<file path="config.mk">
export PLATFORM = sky130hd
export DESIGN_NAME = phy_lane_scheduler_flat
export DESIGN_NICKNAME = d
export VERILOG_FILES = /design/src/rtl/phy_lane_scheduler_if.sv /design/src/rtl/phy_lane_scheduler.sv /design/src/flat_wrapper.sv
export SDC_FILE = /design/constraint.sdc
export NUM_CORES = 1
export LEC_CHECK = 0
export ABC_CLOCK_PERIOD_IN_PS = 7500
export BUFFER_PORTS_ARGS = -buffer_cell sky130_fd_sc_hd__buf_2
export CAP_MARGIN = 20
export CORE_ASPECT_RATIO = 0.8
export CORE_MARGIN = 10
export CORE_UTILIZATION = 40
export CTS_CLUSTER_SIZE = 25
export DETAILED_ROUTE_END_ITERATION = 6
export GPL_ROUTABILITY_DRIVEN = 0
export SETUP_SLACK_MARGIN = 0.3
export SYNTH_ARGS = -nofsm -noshare
export SYNTH_HDL_FRONTEND = slang
export SYNTH_SLANG_ARGS = --single-unit
</file>
<file path="constraint.sdc">
create_clock -name clk_4f -period 7.5 [get_ports clk_4f]
set_input_delay 0.75 -clock clk_4f [delete_from_list [all_inputs] [get_ports clk_4f]]
set_output_delay 0.75 -clock clk_4f [all_outputs]
set_load 0.02 [all_outputs]
</file>
<file path="src/rtl/phy_lane_scheduler_if.sv">
// Lane-side and serializer-side signal bundle for phy_lane_scheduler.
// drop_cnt exists only when PHY_SCHED_DROPCNT_EN is defined.
interface phy_lane_scheduler_if #(
  parameter int DATA_W = 8
);
  logic [DATA_W-1:0] In0, In1, In2, In3;
  logic              valid0, valid1, valid2, valid3;
  logic              ready0, ready1, ready2, ready3;
  logic              retrain;
  logic              out_ready;
  logic [DATA_W-1:0] data_out;
  logic              valid_out;
  logic [1:0]        lane_id;
  logic              phy_active;
`ifdef PHY_SCHED_DROPCNT_EN
  logic [7:0]        drop_cnt;
`endif

  modport master (
    output In0, In1, In2, In3, valid0, valid1, valid2, valid3, retrain, out_ready,
    input  ready0, ready1, ready2, ready3, data_out, valid_out, lane_id, phy_active
`ifdef PHY_SCHED_DROPCNT_EN
    , input drop_cnt
`endif
  );

  modport slave (
    input  In0, In1, In2, In3, valid0, valid1, valid2, valid3, retrain, out_ready,
    output ready0, ready1, ready2, ready3, data_out, valid_out, lane_id, phy_active
`ifdef PHY_SCHED_DROPCNT_EN
    , output drop_cnt
`endif
  );
endinterface

</file>
<file path="src/rtl/phy_lane_scheduler.sv">
// 4-lane PHY transmit scheduler: per-lane FIFOs, COM-symbol link training, round-robin grant.
// Optional saturating drop counter enabled by defining PHY_SCHED_DROPCNT_EN.
module phy_lane_scheduler #(
  parameter int                DATA_W     = 8,
  parameter logic [DATA_W-1:0] COM_SYM    = 8'hBC,
  parameter int                TRAIN_CNT  = 4,
  parameter int                FIFO_DEPTH = 2
) (
  input logic              clk_4f,
  input logic              reset,
  phy_lane_scheduler_if.slave bus
);

  localparam int AW = $clog2(FIFO_DEPTH);
  localparam int CW = $clog2(TRAIN_CNT + 1);

  typedef enum logic {ST_TRAIN, ST_ACTIVE} state_t;

  state_t            state_q, state_d;
  logic [CW-1:0]     tcnt_q, tcnt_d;
  logic [1:0]        ptr_q, ptr_d;
  logic [1:0]        lane_q, lane_d;
  logic [DATA_W-1:0] dout_q, dout_d;
  logic              vout_q, vout_d;

  logic [DATA_W-1:0] mem_q [4][FIFO_DEPTH];
  logic [AW-1:0]     rd_q [4];
  logic [AW-1:0]     wr_q [4];
  logic [AW:0]       cnt_q [4];
  logic [AW:0]       cnt_d [4];
  logic [3:0]        ready_q;

  logic [DATA_W-1:0] lane_data [4];
  logic [3:0]        lane_valid;
  logic [3:0]        empty, full, push, pop, drop;
  logic              load_ok, found;
  logic [1:0]        cand, gnt;

  assign lane_data[0] = bus.In0;
  assign lane_data[1] = bus.In1;
  assign lane_data[2] = bus.In2;
  assign lane_data[3] = bus.In3;
  assign lane_valid   = {bus.valid3, bus.valid2, bus.valid1, bus.valid0};
  assign load_ok      = !vout_q || bus.out_ready;

  always_comb begin
    for (int unsigned l = 0; l < 4; l++) begin
      empty[l] = (cnt_q[l] == '0);
      full[l]  = (cnt_q[l] == (AW+1)'(FIFO_DEPTH));
    end
  end

  always_comb begin
    state_d = state_q;
    tcnt_d  = tcnt_q;
    ptr_d   = ptr_q;
    lane_d  = lane_q;
    dout_d  = dout_q;
    vout_d  = vout_q;
    pop     = '0;
    found   = 1'b0;
    cand    = '0;
    gnt     = '0;
    if (bus.retrain) begin
      state_d = ST_TRAIN;
      tcnt_d  = '0;
      dout_d  = COM_SYM;
      vout_d  = 1'b0;
    end else begin
      case (state_q)
        ST_TRAIN: begin
          dout_d = COM_SYM;
          vout_d = 1'b0;
          if (bus.out_ready) begin
            tcnt_d = tcnt_q + 1'b1;
            if (tcnt_d == CW'(TRAIN_CNT)) state_d = ST_ACTIVE;
          end
        end
        ST_ACTIVE: begin
          if (load_ok) begin
            // k=4 wraps to ptr itself, so the last-granted lane is searched last
            for (int unsigned k = 1; k <= 4; k++) begin
              cand = ptr_q + 2'(k);
              if (!found && !empty[cand]) begin
                found = 1'b1;
                gnt   = cand;
              end
            end
            if (found) begin
              pop[gnt] = 1'b1;
              dout_d   = mem_q[gnt][rd_q[gnt]];
              vout_d   = 1'b1;
              lane_d   = gnt;
              ptr_d    = gnt;
            end else begin
              dout_d = COM_SYM;
              vout_d = 1'b0;
            end
          end
        end
        default: state_d = ST_TRAIN;
      endcase
    end
  end

  // Pops only ever see pre-edge occupancy, so a same-cycle write never bypasses its FIFO.
  always_comb begin
    for (int unsigned l = 0; l < 4; l++) begin
      push[l]  = lane_valid[l] && !bus.retrain && (!full[l] || pop[l]);
      drop[l]  = lane_valid[l] && !bus.retrain && full[l] && !pop[l];
      cnt_d[l] = bus.retrain ? '0 : cnt_q[l] + (AW+1)'(push[l]) - (AW+1)'(pop[l]);
    end
  end

  always_ff @(posedge clk_4f or posedge reset) begin
    if (reset) begin
      state_q <= ST_TRAIN;
      tcnt_q  <= '0;
      ptr_q   <= 2'd3;
      lane_q  <= '0;
      dout_q  <= COM_SYM;
      vout_q  <= 1'b0;
    end else begin
      state_q <= state_d;
      tcnt_q  <= tcnt_d;
      ptr_q   <= ptr_d;
      lane_q  <= lane_d;
      dout_q  <= dout_d;
      vout_q  <= vout_d;
    end
  end

  always_ff @(posedge clk_4f or posedge reset) begin
    if (reset) begin
      for (int unsigned l = 0; l < 4; l++) begin
        rd_q[l]  <= '0;
        wr_q[l]  <= '0;
        cnt_q[l] <= '0;
      end
      ready_q <= '1;
    end else begin
      for (int unsigned l = 0; l < 4; l++) begin
        if (bus.retrain) begin
          rd_q[l] <= '0;
          wr_q[l] <= '0;
        end else begin
          if (push[l]) wr_q[l] <= wr_q[l] + 1'b1;
          if (pop[l])  rd_q[l] <= rd_q[l] + 1'b1;
        end
        cnt_q[l]   <= cnt_d[l];
        ready_q[l] <= (cnt_d[l] != (AW+1)'(FIFO_DEPTH));
      end
    end
  end

  always_ff @(posedge clk_4f) begin
    for (int unsigned l = 0; l < 4; l++) begin
      if (push[l]) mem_q[l][wr_q[l]] <= lane_data[l];
    end
  end

`ifdef PHY_SCHED_DROPCNT_EN
  logic [7:0] drop_q, drop_d;
  logic [8:0] drop_sum;

  always_comb begin
    drop_sum = {1'b0, drop_q} + 9'(drop[0]) + 9'(drop[1]) + 9'(drop[2]) + 9'(drop[3]);
    if (bus.retrain)      drop_d = '0;
    else if (drop_sum[8]) drop_d = '1;
    else                  drop_d = drop_sum[7:0];
  end

  always_ff @(posedge clk_4f or posedge reset) begin
    if (reset) drop_q <= '0;
    else       drop_q <= drop_d;
  end

  assign bus.drop_cnt = drop_q;
`else
  logic unused_drop;
  assign unused_drop = ^drop;
`endif

  assign bus.ready0     = ready_q[0];
  assign bus.ready1     = ready_q[1];
  assign bus.ready2     = ready_q[2];
  assign bus.ready3     = ready_q[3];
  assign bus.data_out   = dout_q;
  assign bus.valid_out  = vout_q;
  assign bus.lane_id    = lane_q;
  assign bus.phy_active = (state_q == ST_ACTIVE);

endmodule

</file>
<file path="src/flat_wrapper.sv">
// flat-port wrapper written by rule: the top's interface ports become plain ports
module phy_lane_scheduler_flat 
#(
  parameter int                DATA_W     = 8,
  parameter logic [DATA_W-1:0] COM_SYM    = 8'hBC,
  parameter int                TRAIN_CNT  = 4,
  parameter int                FIFO_DEPTH = 2
)
  (clk_4f, reset, bus_In0, bus_In1, bus_In2, bus_In3, bus_valid0, bus_valid1, bus_valid2, bus_valid3, bus_retrain, bus_out_ready, bus_ready0, bus_ready1, bus_ready2, bus_ready3, bus_data_out, bus_valid_out, bus_lane_id, bus_phy_active);
  phy_lane_scheduler_if #(.DATA_W(DATA_W)) bus_i ();
  input logic clk_4f;
  input logic reset;
  input wire logic [$bits(bus_i.In0)-1:0] bus_In0;
  input wire logic [$bits(bus_i.In1)-1:0] bus_In1;
  input wire logic [$bits(bus_i.In2)-1:0] bus_In2;
  input wire logic [$bits(bus_i.In3)-1:0] bus_In3;
  input wire logic [$bits(bus_i.valid0)-1:0] bus_valid0;
  input wire logic [$bits(bus_i.valid1)-1:0] bus_valid1;
  input wire logic [$bits(bus_i.valid2)-1:0] bus_valid2;
  input wire logic [$bits(bus_i.valid3)-1:0] bus_valid3;
  input wire logic [$bits(bus_i.retrain)-1:0] bus_retrain;
  input wire logic [$bits(bus_i.out_ready)-1:0] bus_out_ready;
  output wire logic [$bits(bus_i.ready0)-1:0] bus_ready0;
  output wire logic [$bits(bus_i.ready1)-1:0] bus_ready1;
  output wire logic [$bits(bus_i.ready2)-1:0] bus_ready2;
  output wire logic [$bits(bus_i.ready3)-1:0] bus_ready3;
  output wire logic [$bits(bus_i.data_out)-1:0] bus_data_out;
  output wire logic [$bits(bus_i.valid_out)-1:0] bus_valid_out;
  output wire logic [$bits(bus_i.lane_id)-1:0] bus_lane_id;
  output wire logic [$bits(bus_i.phy_active)-1:0] bus_phy_active;
  assign bus_i.In0 = bus_In0;
  assign bus_i.In1 = bus_In1;
  assign bus_i.In2 = bus_In2;
  assign bus_i.In3 = bus_In3;
  assign bus_i.valid0 = bus_valid0;
  assign bus_i.valid1 = bus_valid1;
  assign bus_i.valid2 = bus_valid2;
  assign bus_i.valid3 = bus_valid3;
  assign bus_i.retrain = bus_retrain;
  assign bus_i.out_ready = bus_out_ready;
  assign bus_ready0 = bus_i.ready0;
  assign bus_ready1 = bus_i.ready1;
  assign bus_ready2 = bus_i.ready2;
  assign bus_ready3 = bus_i.ready3;
  assign bus_data_out = bus_i.data_out;
  assign bus_valid_out = bus_i.valid_out;
  assign bus_lane_id = bus_i.lane_id;
  assign bus_phy_active = bus_i.phy_active;
  phy_lane_scheduler #(.DATA_W(DATA_W), .COM_SYM(COM_SYM), .TRAIN_CNT(TRAIN_CNT), .FIFO_DEPTH(FIFO_DEPTH)) u_core (.clk_4f(clk_4f), .reset(reset), .bus(bus_i));
endmodule
</file>
# After elaboration in Yosys (flattened, before gate mapping)
# Memory sizes are Yosys's and may differ from the RTL's.
# Index checks and enable logic that the tools add are counted.
# word_totals
register_bits	37
latchBits	0
mem_bits_rw	64
rom_bits	0
word_cells	217
mem_count	1
# memory_table
name	depth	width	rd	rd_clocked_by_memory_dff	write_ports	line	source
u_core.mem_q	4	16	1	0	4	phy_lane_scheduler.sv:26	logic [DATA_W-1:0] mem_q [4][FIFO_DEPTH];
# classes
add_sub_neg	20
mul	0
div_mod_pow	0
magnitude_cmp	16
eq_ne	11
shifts	0
muxes	94
n_bitwise	8
reduce_logical	48
# ops
cell	n
8-bit two-way mux	10
16-bit two-way mux	4
1-bit two-way mux	50
8-bit demux with 1-bit select	4
2-bit two-way mux	11
2-bit nonzero test	9
1-bit logical AND	16
4-bit two-way mux	4
8-bit case mux with 2 select lines	1
2-bit by 3-bit < comparator with 1-bit output, second input constant	5
1-bit logical NOT	12
1-bit binary-select mux with 2-bit select	5
2-bit >= comparator, second input constant	5
2-bit inequality test, second input constant	5
1-bit NOT with 2-bit output	5
3-bit two-way mux	3
1-bit adder, second input constant	8
2-bit by 1-bit adder with 2-bit output	4
2-bit == test, second input constant	4
2-bit logical NOT	4
2-bit by 1-bit < comparator with 1-bit output, second input constant	4
2-bit by 1-bit subtractor with 2-bit output	4
1-bit logical OR	5
2-bit adder, second input constant	2
12 further kinds	13

# Longest topological paths before layout
# Gate-level depths: netlist of the first run.
# logic_depth
word_depth	39
ltp_mapped	13
mapped_depth_nobuf	12

# Worst setup path before layout of the first run
# Ideal clock, no wire load.
# synth_path
path_kind	flip-flop to flip-flop
from	reg u_core.cnt_q[4] (netlist bit)
to	reg u_core.ready_q[3]
t_arrival_ns	2.713
t_required_ns	7.412
setup_slack_ns	4.698
path_stages_with_launch	14
synth_period_minus_slack_ns	2.802
cell_sequence	dfrtp_1 o41ai_2 o21ai_1 a211oi_2 buf_4 buf_2 nand2_1 nor2_1 ha_1 inv_1 ha_1 xor2_1 xnor2_1 or3_1
# synth_via
elab_chain_cells	39
word_cells_on_any_way	56
cone_classes	2 x add/sub; 2 x order compare; 1 x eq/ne; 38 x mux; 13 x reduce/logical
# synth_rtl
item	line	source
from (decl)	phy_lane_scheduler.sv:29	logic [AW:0] cnt_q [4];
from (signal, indexed assignment)	phy_lane_scheduler.sv:150	cnt_q[l] <= cnt_d[l];
2-bit logical NOT (*)	phy_lane_scheduler.sv:48	empty[l] = (cnt_q[l] == '0);
1-bit binary-select mux with 2-bit select	phy_lane_scheduler.sv:84	if (!found && !empty[cand]) begin
1-bit two-way mux (not written as such)	phy_lane_scheduler.sv:84	
1-bit two-way mux	phy_lane_scheduler.sv:84	
1-bit two-way mux	phy_lane_scheduler.sv:80	if (load_ok) begin
1-bit two-way mux	phy_lane_scheduler.sv:70	case (state_q)
1-bit two-way mux	phy_lane_scheduler.sv:64	if (bus.retrain) begin
1-bit logical NOT	phy_lane_scheduler.sv:84	
[... 23 more ...]	--	
4-bit two-way mux (*)	phy_lane_scheduler.sv:70	
4-bit two-way mux (*)	phy_lane_scheduler.sv:64	
1-bit logical OR	phy_lane_scheduler.sv:109	push[l] = lane_valid[l] && !bus.retrain && (!full[l] || pop[l]);
1-bit logical AND	phy_lane_scheduler.sv:109	
2-bit by 1-bit adder with 2-bit output	phy_lane_scheduler.sv:111	cnt_d[l] = bus.retrain ? '0 : cnt_q[l] + (AW+1)'(push[l]) - (AW+1)'(pop[l]);
2-bit by 1-bit subtractor with 2-bit output (*)	phy_lane_scheduler.sv:111	
2-bit two-way mux (*)	phy_lane_scheduler.sv:111	
2-bit inequality test (*)	phy_lane_scheduler.sv:151	ready_q[l] <= (cnt_d[l] != (AW+1)'(FIFO_DEPTH));
to (signal, indexed assignment)	phy_lane_scheduler.sv:151	
to (decl)	phy_lane_scheduler.sv:31	logic [3:0] ready_q;
# Every way passes the cells marked *; elsewhere a longest branch is shown, timed or not. The select of a mux whose other input is x is not followed.
# A chain may end at the register's enable or synchronous reset.

==> flow_summary_export.csv, run 1 <==
group,metric,value,unit
outcome,outcome,"finished clean",
clock_tree,numCtsBuffers,9,
synth,synth_flop_cell,"edfxtp_1",
critical_path,cp_top_family,"compound AO/OA/AOI/OAI gates",
synth,synth_edf_count,64,
clock_tree,clk_pin_slew,70,ps
critical_path,reg2reg_depth,7,
clock_tree,cts_htree_levels,3,
clock_tree,ctsResizeCount,0,
timing,timing.final.crit_share,0.445,
timing,final_hold_viol_count,0,
synth,synth_cells,339,
detailed_routing,route.vias.total,2799,
cells_and_area,diodes,0,
floorplan,core_area,10400,sq um
critical_path,r2r_setup_slack,4170,ps
synth,ys_warn_count,0,
synth,yosys-top-cells-count,"edfxtp_1 (64), nand2_1 (41), nor2_1 (27), dfrtp_1 (26)",
synth,syn-cell-area,4320,sq um
place,numPortBuffers,55,
floorplan,initial_core_util,0.415,
timing,hold_ws,511,ps
power,finalPower,0.00136,W
timing,slew_headroom,0.376,
critical_path,crit_path_top_delay_cell,"and2_1",
floorplan,row_count,33,
synth,yosysTopAreaCell,"edfxtp_1",
synth,synth-seq-area-share,0.662,
cells_and_area,fill_cells,972,
timing,fin_setup_tns,0,ps
clock_tree,cts_sinks,101,
worst_hold_path,hold_path_class,"in2async",
critical_path,cp_max_fo,41,
detailed_routing,finalWirelength,9780,um
clock_tree,clk_path_buf_depth,2,
critical_path,crit_type,"reg2reg",
cells_and_area,drive_gt1_frac,0.236,
floorplan,ioPinCount,56,
clock_tree,cts_setup_buffers,0,
cells_and_area,fin_util,0.487,
place,dp_cells,523,
global_route,grt_max_degree,42,
clock_tree,clockRootBuffer,"clkbuf_16",
synth,synthArstFlopShare,0.366,
cells_and_area,finalNonFillerCells,539,
synth,synth_nets,389,
floorplan,dieArea,15400,sq um
synth,synth.distinct_cells,42,
clock_tree,cts_hold_buf,0,
clock_tree,cts_tree,"built",
timing,fmax,300,MHz
synth,synth.avg_cell_area,12.7,sq um
critical_path,cp-end-kind,"flop",
floorplan,fp.dieW,136,um
critical_path,critPathArrivalTime,3320,ps
floorplan,die_h,113,um
global_route,grt_pass1_vias,2949,
critical_path,worstPathCellList,"o41ai_2, o21ai_1, a211oi_4, buf_4, nand4_1, a311oi_2, and2_1",
power,peakVddDrop,0.124,mV
timing,rsz0062_at_grt,"false",
cells_and_area,areaGrowthSynthToFinish,17.2,%
critical_path,critPathRequiredTime,7480,ps
detailed_routing,drt_iter0_drc,258,
synth,synthMostInstantiatedCell,"edfxtp_1",
critical_path,max_stage_delay,560,ps
critical_path,worst-path-buf-inv,1,
timing,setup_violations,0,
detailed_routing,drc_errors,0,
power,power_leakage,2.04,nW
timing,slew_viol_final,0,
critical_path,start_kind,"flop",
clock_tree,worstSkewPairLatency,350,ps
detailed_routing,vias_per_cell,5.19,
cells_and_area,fin_nets,444,
critical_path,r2r-start,"u_core.cnt_q[4]",
synth,synth_top_area_share,0.445,
place,hpwl,6670,um
synth,yosys-top-cells-area,"edfxtp_1 (44%), dfrtp_1 (15%), dfstp_2 (6.7%)",
run,cap_violations,0,
synth,ys_ff_latch,101,
detailed_routing,wl_per_cell,18.1,um
global_route,grt_pass1_wl,15600,um
detailed_routing,ant_nets,0,
critical_path,r2r-end,"u_core.mem_q[2][1]",
global_route,antenna_found_initial,0,
global_route,overflow,0,
timing,finalClockSkew,7.35,ps
detailed_routing,firstDrtPassIters,5,
timing,period_minus_slack,3330,ps
global_route,gr-usage-all-layers,0.132,
power,power_density,270,nW/um^2
timing,tightest_slew,933,ps
-- worst reg2reg max path, cell delays in order, from the launching register on --
cell	delay (ps)
dfrtp_1	460
o41ai_2	400
o21ai_1	170
a211oi_4	250
buf_4	420
nand4_1	280
a311oi_2	420
and2_1	560
-- worst max-delay path by stage --
| stage | startpoint | to | slack [ps] | depth (start not counted) |
|---|---|---|---|---|
| detailed placement | bus_out_ready | u_core.ready_q[2] | 3940 | 13 |
| CTS | u_core.cnt_q[4] | u_core.mem_q[3][9] | 4160 | 7 |
| global route | u_core.cnt_q[4] | u_core.ready_q[2] | 3890 | 12 |
| floorplan | u_core.cnt_q[4] | u_core.ready_q[3] | 4700 | 13 |
| global placement | bus_out_ready | u_core.ready_q[3] | 4140 | 13 |
| finish | u_core.cnt_q[4] | u_core.mem_q[2][1] | 4170 | 7 |
-- final cells by class --
type / count / area [sq um] / share of cell area
clock inverter: 6 / 93.8 / 0.0185
sequential: 101 / 2860 / 0.565
inverter: 21 / 78.8 / 0.0156
tap: 140 / 175 / 0.0346
multi-input combinational: 201 / 1310 / 0.259
clock buffer: 10 / 229 / 0.0452
timing repair buffer: 60 / 313 / 0.0618
-- cells by family after synthesis --
kind of cell             Yosys count  share of synthesized area
buffers and inverters             37                     0.0356
AND/OR/NAND/NOR                   99                      0.102
multiplexers                      15                     0.0348
AO/OA/AOI/OAI                     64                      0.110
adder cells (fa/ha/maj)           10                     0.0290
flip-flops                       101                      0.662
XOR/XNOR                          13                     0.0264
-- metal layers --
metal  vias up  wire length (um)  global-route usage
met5         -                 0                   0
met4         0               122              0.0390
met3         7               649              0.0451
met2        83              4500               0.205
met1      1382              4510               0.171
li1       1327                 -                   -
-- where the power goes --
group | internal, W | leakage [nW] | switching, W
registers | 0.000626 | 1.06 | 0.0000171
clock network | 0.000296 | 0.154 | 0.000206
logic | 0.0000830 | 0.832 | 0.000136
-- sequential cells by signal, indices dropped and copies added, names as in the netlist --
signal                 cells
u_core.bus.lane_id         2
u_core.cnt_q               8
u_core.bus.phy_active      1
u_core.bus.data_out        8
u_core.tcnt_q              3
u_core.rd_q                4
u_core.wr_q                4
u_core.mem_q              64
u_core.ptr_q               2
u_core.bus.valid_out       1
u_core.ready_q             4
-- cell usage in the layout, fill, tap and decap left out, types with 4 or more instances in the layout --
cell | synthesis | layout
buf_2 | 6 | 55
ha_1 | 10 | 10
xnor2_1 | 9 | 9
nor2b_1 | 6 | 6
or3_1 | 4 | 4
a32oi_1 | 6 | 6
edfxtp_1 | 64 | 64
inv_1 | 20 | 20
a31oi_1 | 6 | 6
a22oi_1 | 6 | 6
nor2_1 | 27 | 27
nand2_1 | 41 | 41
xor2_1 | 4 | 4
mux2i_1 | 15 | 15
o21ai_0 | 4 | 4
nor3_1 | 4 | 4
dfstp_2 | 11 | 11
dfrtp_1 | 26 | 26
buf_4 | 2 | 5
and2_1 | 4 | 4
a221o_1 | 5 | 5
clkbuf_16 | 0 | 9
nand3_1 | 5 | 5
a21oi_1 | 20 | 20
-- stage by stage --
step	worst slack (ps)	instance area, sq um
4_1_cts	4160	5060
5_1_grt	3890	5060
3_5_place_dp	3940	4740
3_3_place_gp	4140	4740
2_1_floorplan	4700	4320
6_report	4170	5060
Power figures use the tool's default switching activity.
==> run 2, diff against run 1 <==
ABC_AREA = 1   (was unset)
ABC_CLOCK_PERIOD_IN_PS = 2800   (was 7500)
clock period = 2.8 ns   (was 7.5 ns; I/O delays follow)
==> run 2 against run 1 <==
Against the previous run:
- area after synthesis rose by 12%
- sequential share of layout area is 9.4 points lower
- die area rose by 9.9%
- via count up 36%
- sequential power grew to 2.8 times the previous value
- largest cell class unchanged
- highest routed layer unchanged
==> flow_summary_export.csv, run 2 <==
group,metric,value,unit
synth,yosys-top-cells-count,"nand2_1 (172), edfxtp_1 (64), nor2_1 (56), inv_1 (51), nand3_1 (32)",
clock_tree,clk_pin_slew,70,ps
cells_and_area,drive_gt1_frac,0.328,
timing,fin_setup_tns,0,ps
critical_path,critPathArrivalTime,2940,ps
timing,setup_violations,0,
power,finalPower,0.00767,W
critical_path,r2r_setup_slack,130,ps
clock_tree,cts_htree_levels,3,
timing,final_hold_viol_count,0,
power,power_density,1260,nW/um^2
synth,syn-cell-area,4830,sq um
detailed_routing,vias_per_cell,4.99,
detailed_routing,route.vias.total,3809,
critical_path,cp_max_fo,6,
cells_and_area,final_cell_mix,"nand2_1 (147), edfxtp_1 (64), buf_2 (55), nor2_1 (45), inv_1 (44)",
critical_path,crit_type,"reg2reg",
timing,period_minus_slack,2670,ps
synth,synthMostInstantiatedCell,"nand2_1",
timing,tightest_slew,505,ps
synth,synth-seq-area-share,0.592,
detailed_routing,finalWirelength,12200,um
detailed_routing,drt_iter0_drc,244,
detailed_routing,ant_nets,0,
cells_and_area,finalNonFillerCells,764,
floorplan,fp.dieW,143,um
clock_tree,cts_sinks,101,
critical_path,cp-end-kind,"flop",
timing,fmax,375,MHz
detailed_routing,drc_errors,0,
floorplan,core_area,11600,sq um
clock_tree,worstSkewPairLatency,340,ps
cells_and_area,seq_area,2860,sq um
synth,synth_flop_cell,"edfxtp_1",
power,peakVddDrop,0.841,mV
floorplan,row_count,35,
critical_path,start_kind,"flop",
timing,finalClockSkew,8.10,ps
synth,synth.distinct_cells,33,
synth,synth_nets,570,
global_route,grt_max_degree,38,
floorplan,dieArea,16900,sq um
global_route,grt_pass1_vias,3724,
cells_and_area,final_area,6080,sq um
cells_and_area,diodes,0,
synth,synth.avg_cell_area,9.29,sq um
cells_and_area,largest_register_ffs,64,
critical_path,critPathRequiredTime,3080,ps
timing,hold_ws,54.1,ps
place,numPortBuffers,55,
global_route,antenna_found_initial,0,
floorplan,ioPinCount,56,
place,hpwl,8630,um
floorplan,die_h,118,um
detailed_routing,firstDrtPassIters,5,
run,cap_violations,0,
synth,synth_cells,520,
synth,synthArstFlopShare,0.366,
synth,synth_top_area_share,0.398,
timing,timing.final.crit_share,0.952,
clock_tree,clk_path_buf_depth,2,
place,placed_area,5330,sq um
power,power_leakage,2.79,nW
detailed_routing,wl_per_cell,16.0,um
place,dp_cells,722,
clock_tree,clockRootBuffer,"clkbuf_16",
cells_and_area,fin_nets,661,
synth,ys_warn_count,0,
cells_and_area,areaGrowthSynthToFinish,25.8,%
outcome,outcome,"finished clean",
clock_tree,numCtsBuffers,9,
global_route,gr-usage-all-layers,0.146,
synth,ys_ff_latch,101,
clock_tree,cts_tree,"built",
floorplan,initial_core_util,0.415,
timing,rsz0062_at_grt,"true",
synth,synth_edf_count,64,
timing,slew_viol_final,0,
global_route,grt_pass1_wl,19700,um
synth,yosys-top-cells-area,"edfxtp_1 (40%), dfrtp_1 (13%), nand2_1 (13%)",
worst_hold_path,hold_path_class,"in2async",
synth,yosysTopAreaCell,"edfxtp_1",
global_route,overflow,0,
timing,slew_headroom,0.663,
cells_and_area,fill_cells,1055,
cells_and_area,multiInputGateArea,1870,sq um
cells_and_area,layout_commonest_cell,"nand2_1",
==> run 2: cell types whose count changed in the layout (fill, tap and decap cells not counted), moves of 8 or more <==
| cell | delta |
|---|---|
| nor2_1 | +18 |
| nand4_1 | +20 |
| inv_1 | +24 |
| nor2_4 | +9 |
| nand3_2 | +9 |
| a21oi_1 | -18 |
| nand3_1 | +19 |
| nand2_2 | +25 |
| nand2_1 | +106 |
| mux2i_1 | -15 |
| o21ai_1 | +8 |
| buf_4 | +29 |
==> run 2: final cells by class <==
type / instances / area share
clock buffers: 11 / 0.0383
well taps: 148 / 0.0305
clock inverters: 5 / 0.00638
multi-input cells: 345 / 0.307
inverters: 56 / 0.0377
flip-flops and latches: 101 / 0.471
repair buffers: 98 / 0.109
==> run 2: worst max-delay path: stages, from the launching register on <==
cell	delay, ps
dfstp_2	610
buf_4	150
nand2_2	60
nand2_2	110
nand2_1	100
nor2_2	150
nand3_2	160
inv_2	110
nor2_4	60
nand2_4	80
nor2_4	50
nand3b_1	210
nand2_2	150
inv_2	40
ha_1	190
xor2_1	160
nor2_1	150
nand2_1	70
==> run 2: power breakdown <==
group | total (W) | switching (W) | internal [W]
clock network | 0.00116 | 0.000551 | 0.000609
registers | 0.00178 | 0.0000696 | 0.00171
logic | 0.00473 | 0.00289 | 0.00184
==> run 2: kinds of logic after synthesis <==
family | synth area share
AND/OR/NAND/NOR | 0.277
adder cells (fa/ha/maj) | 0.0259
AO/OA/AOI/OAI | 0.0246
flip-flops | 0.592
buffers and inverters | 0.0658
XOR/XNOR | 0.0145
==> run 2: worst paths after layout <==
kind                                        start                endpoint  depth (start not counted)
setup / recovery                  u_core.ptr_q[0]       u_core.ready_q[2]                         17
hold / removal                              reset         u_core.cnt_q[0]                          3
setup reg to reg                  u_core.ptr_q[0]       u_core.ready_q[2]                         17
hold reg to reg            u_core.bus.data_out[0]  u_core.bus.data_out[0]                          2
max in group asynchronous                   reset         u_core.ptr_q[0]                          3
min in group clk_4f                    bus_In1[0]      u_core.mem_q[1][8]                          1
==> run 2: routing by layer <==
layer	part of all wire	wire, um	global-route usage
met5	0	0	0
met4	0.020	242	0.0521
met3	0.077	938	0.0408
met2	0.42	5180	0.207
met1	0.48	5880	0.206
==> run 2: what timing repair did <==
item / CTS / global route
setup buffers: 16 / 9
gates resized for setup: 49 / 30
cloned: 0 / 1
pin swaps: 20 / 13
setup endpoints to repair: 84 / 89
endpoints found under the hold margin: 0 / 0
hold buffers: 0 / 0
==> run 2: stage by stage <==
stage               utilization  worst slack [ps]
floorplan                     -               295
global placement          0.457              -156
detailed placement        0.457              -196
CTS                       0.505               200
global route              0.522             -47.8
finish                    0.522               135
==> run 3, diff against run 2 <==
CORE_ASPECT_RATIO = 1.5   (was 0.8)
==> run 3 against run 2 <==
Against the previous run:
- via count decreased by 0.63%
- highest routed layer unchanged
- non-clock buffer count fell by 5
- setup slack better by 22 ps
- final cell count up 0.13%
- maximum frequency rose by 0.85%
- largest cell class unchanged
- sequential share of layout area down 1.2 points
==> flow_summary_export.csv, run 3 (synthesis gave the netlist of run 2 again) <==
group,metric,value,unit
outcome,outcome,"finished clean",
cells_and_area,fin_nets,657,
floorplan,initial_core_util,0.406,
place,dp_cells,728,
place,numPortBuffers,55,
timing,timing.final.crit_share,0.944,
timing,slew_viol_final,0,
floorplan,core_area,11900,sq um
timing,rsz0062_at_grt,"true",
floorplan,ioPinCount,56,
cells_and_area,finalNonFillerCells,765,
global_route,antenna_found_initial,0,
detailed_routing,finalWirelength,12100,um
cells_and_area,fin_util,0.525,
clock_tree,clk_path_buf_depth,2,
timing,finalClockSkew,8.98,ps
critical_path,worst-path-buf-inv,3,
global_route,gr-usage-all-layers,0.138,
cells_and_area,drive_gt1_frac,0.350,
critical_path,cp.depth,17,
detailed_routing,ant_nets,0,
timing,slew_headroom,0.674,
critical_path,critPathArrivalTime,2930,ps
timing,fin_setup_tns,0,ps
cells_and_area,areaGrowthSynthToFinish,29.2,%
critical_path,start_kind,"flop",
global_route,grt_pass1_wl,18300,um
critical_path,cp_common_cell,"nand2_2",
clock_tree,clk_pin_slew,70,ps
detailed_routing,drt_iter0_drc,150,
critical_path,max_stage_delay,610,ps
timing,setup_violations,0,
critical_path,reg2reg_depth,17,
floorplan,fp.dieW,110,um
power,finalPower,0.00823,W
critical_path,crit_type,"reg2reg",
detailed_routing,wl_per_cell,15.9,um
detailed_routing,vias_per_cell,4.95,
run,cap_violations,0,
clock_tree,cts_sinks,101,
global_route,grt_pass1_vias,3750,
power,power_density,1320,nW/um^2
floorplan,die_h,155,um
worst_hold_path,hold_path_class,"in2async",
cells_and_area,layout_commonest_cell,"nand2_1",
critical_path,r2r_setup_slack,160,ps
place,hpwl,8370,um
cells_and_area,largest_register_ffs,64,
timing,final_hold_viol_count,0,
critical_path,cp-end-kind,"flop",
critical_path,cp_max_fo,6,
timing,tightest_slew,488,ps
critical_path,crit_path_top_delay_cell,"dfstp_2",
clock_tree,numCtsBuffers,9,
detailed_routing,firstDrtPassIters,7,
detailed_routing,route.vias.total,3785,
cells_and_area,fill_cells,1078,
floorplan,row_count,49,
cells_and_area,final_cell_mix,"nand2_1 (139), edfxtp_1 (64), buf_2 (55), inv_1 (45), nor2_1 (44)",
cells_and_area,diodes,0,
critical_path,worstPathCellList,"buf_12, nand2_2, nand3_2, nand2_4, inv_2, nand4_1, nand2_2, nor2_4, nand2_2, nor2_2, nand3b_1, nand2_2, inv_1, ha_4, xor2_1, nor2_1, nand2_1",
clock_tree,clockRootBuffer,"clkbuf_16",
clock_tree,cts_htree_levels,3,
critical_path,critPathLaunch,"u_core.ptr_q[0]",
clock_tree,worstSkewPairLatency,350,ps
global_route,overflow,0,
detailed_routing,drc_errors,0,
global_route,grt_max_degree,40,
timing,period_minus_slack,2640,ps
critical_path,cp_top_family,"simple AND/OR/NAND/NOR gates",
critical_path,crit_end,"u_core.ready_q[2]",
clock_tree,cts_tree,"built",
cells_and_area,final_area,6240,sq um
power,peakVddDrop,0.775,mV
critical_path,r2r-start,"u_core.ptr_q[0]",
timing,fmax,378,MHz
power,power_leakage,2.85,nW
critical_path,r2r-end,"u_core.ready_q[2]",
floorplan,dieArea,17000,sq um
critical_path,critPathRequiredTime,3080,ps
place,placed_area,5350,sq um
-- run 3: changes by cell type in the layout (fill, tap and decap cells not counted), moves of 4 or more --
cell / delta
nand3_1: -5
buf_4: -9
nand3_2: +4
nand2_4: +9
nor2_2: +4
nand2_1: -8
-- run 3: worst reg2reg max path: stages, from the launching register on --
cell and delay [ps]:
dfstp_2 610, buf_12 150, nand2_2 70, nand3_2 110, nand2_4 90, inv_2 60
nand4_1 240, nand2_2 180, nor2_4 50, nand2_2 70, nor2_2 50, nand3b_1 210
nand2_2 90, inv_1 60, ha_4 150, xor2_1 150, nor2_1 150, nand2_1 70
-- run 3: per-layer routing --
metal,vias to the layer above,GRT usage,part of all wire
li1,1871,-,-
met1,1800,0.163,0.40
met2,101,0.235,0.53
met3,13,0.0262,0.046
met4,0,0.0566,0.019
met5,-,0,0
-- run 3: timing repair --
| item | CTS | global route |
|---|---|---|
| buffers inserted | 4 | 14 |
| pin swaps | 8 | 29 |
| gates cloned | 0 | 3 |
| resized for setup | 29 | 71 |
| hold buffers | 0 | 0 |
| setup endpoints to repair | 66 | 84 |
-- run 3: how the worst min path moves through the flow --
| stage | end | depth (start not counted) | start |
|---|---|---|---|
| after global routing | u_core.cnt_q[4] | 3 | reset |
| final | u_core.cnt_q[6] | 3 | reset |
| after detailed placement | u_core.cnt_q[4] | 3 | reset |
| after CTS | u_core.cnt_q[4] | 3 | reset |
| after floorplan | u_core.mem_q[0][0] | 0 | bus_In0[0] |
| after global placement | u_core.cnt_q[4] | 3 | reset |
-- run 3: cell type report --
cell class	count	area, sq um	area share
clock buffers	9	225	0.0361
multi-input cells	346	1970	0.316
well taps	153	191	0.0307
clock inverters	7	87.6	0.0140
inverters	56	225	0.0361
flip-flops and latches	101	2860	0.458
repair buffers	93	681	0.109
-- run 3: through the flow --
stage / worst slack [ps] / hold slack, ps
after floorplan: 295 / 379
after global placement: 272 / 408
after detailed placement: 199 / 425
after CTS: 243 / 47.2
after global routing: -7.52 / 97.9
final: 157 / 31.0
-- run 3: report_power, final --
group	total [W]	switching, W	internal [W]
logic	0.00515	0.00313	0.00202
registers	0.00177	0.0000618	0.00171
clock network	0.00131	0.000595	0.000717
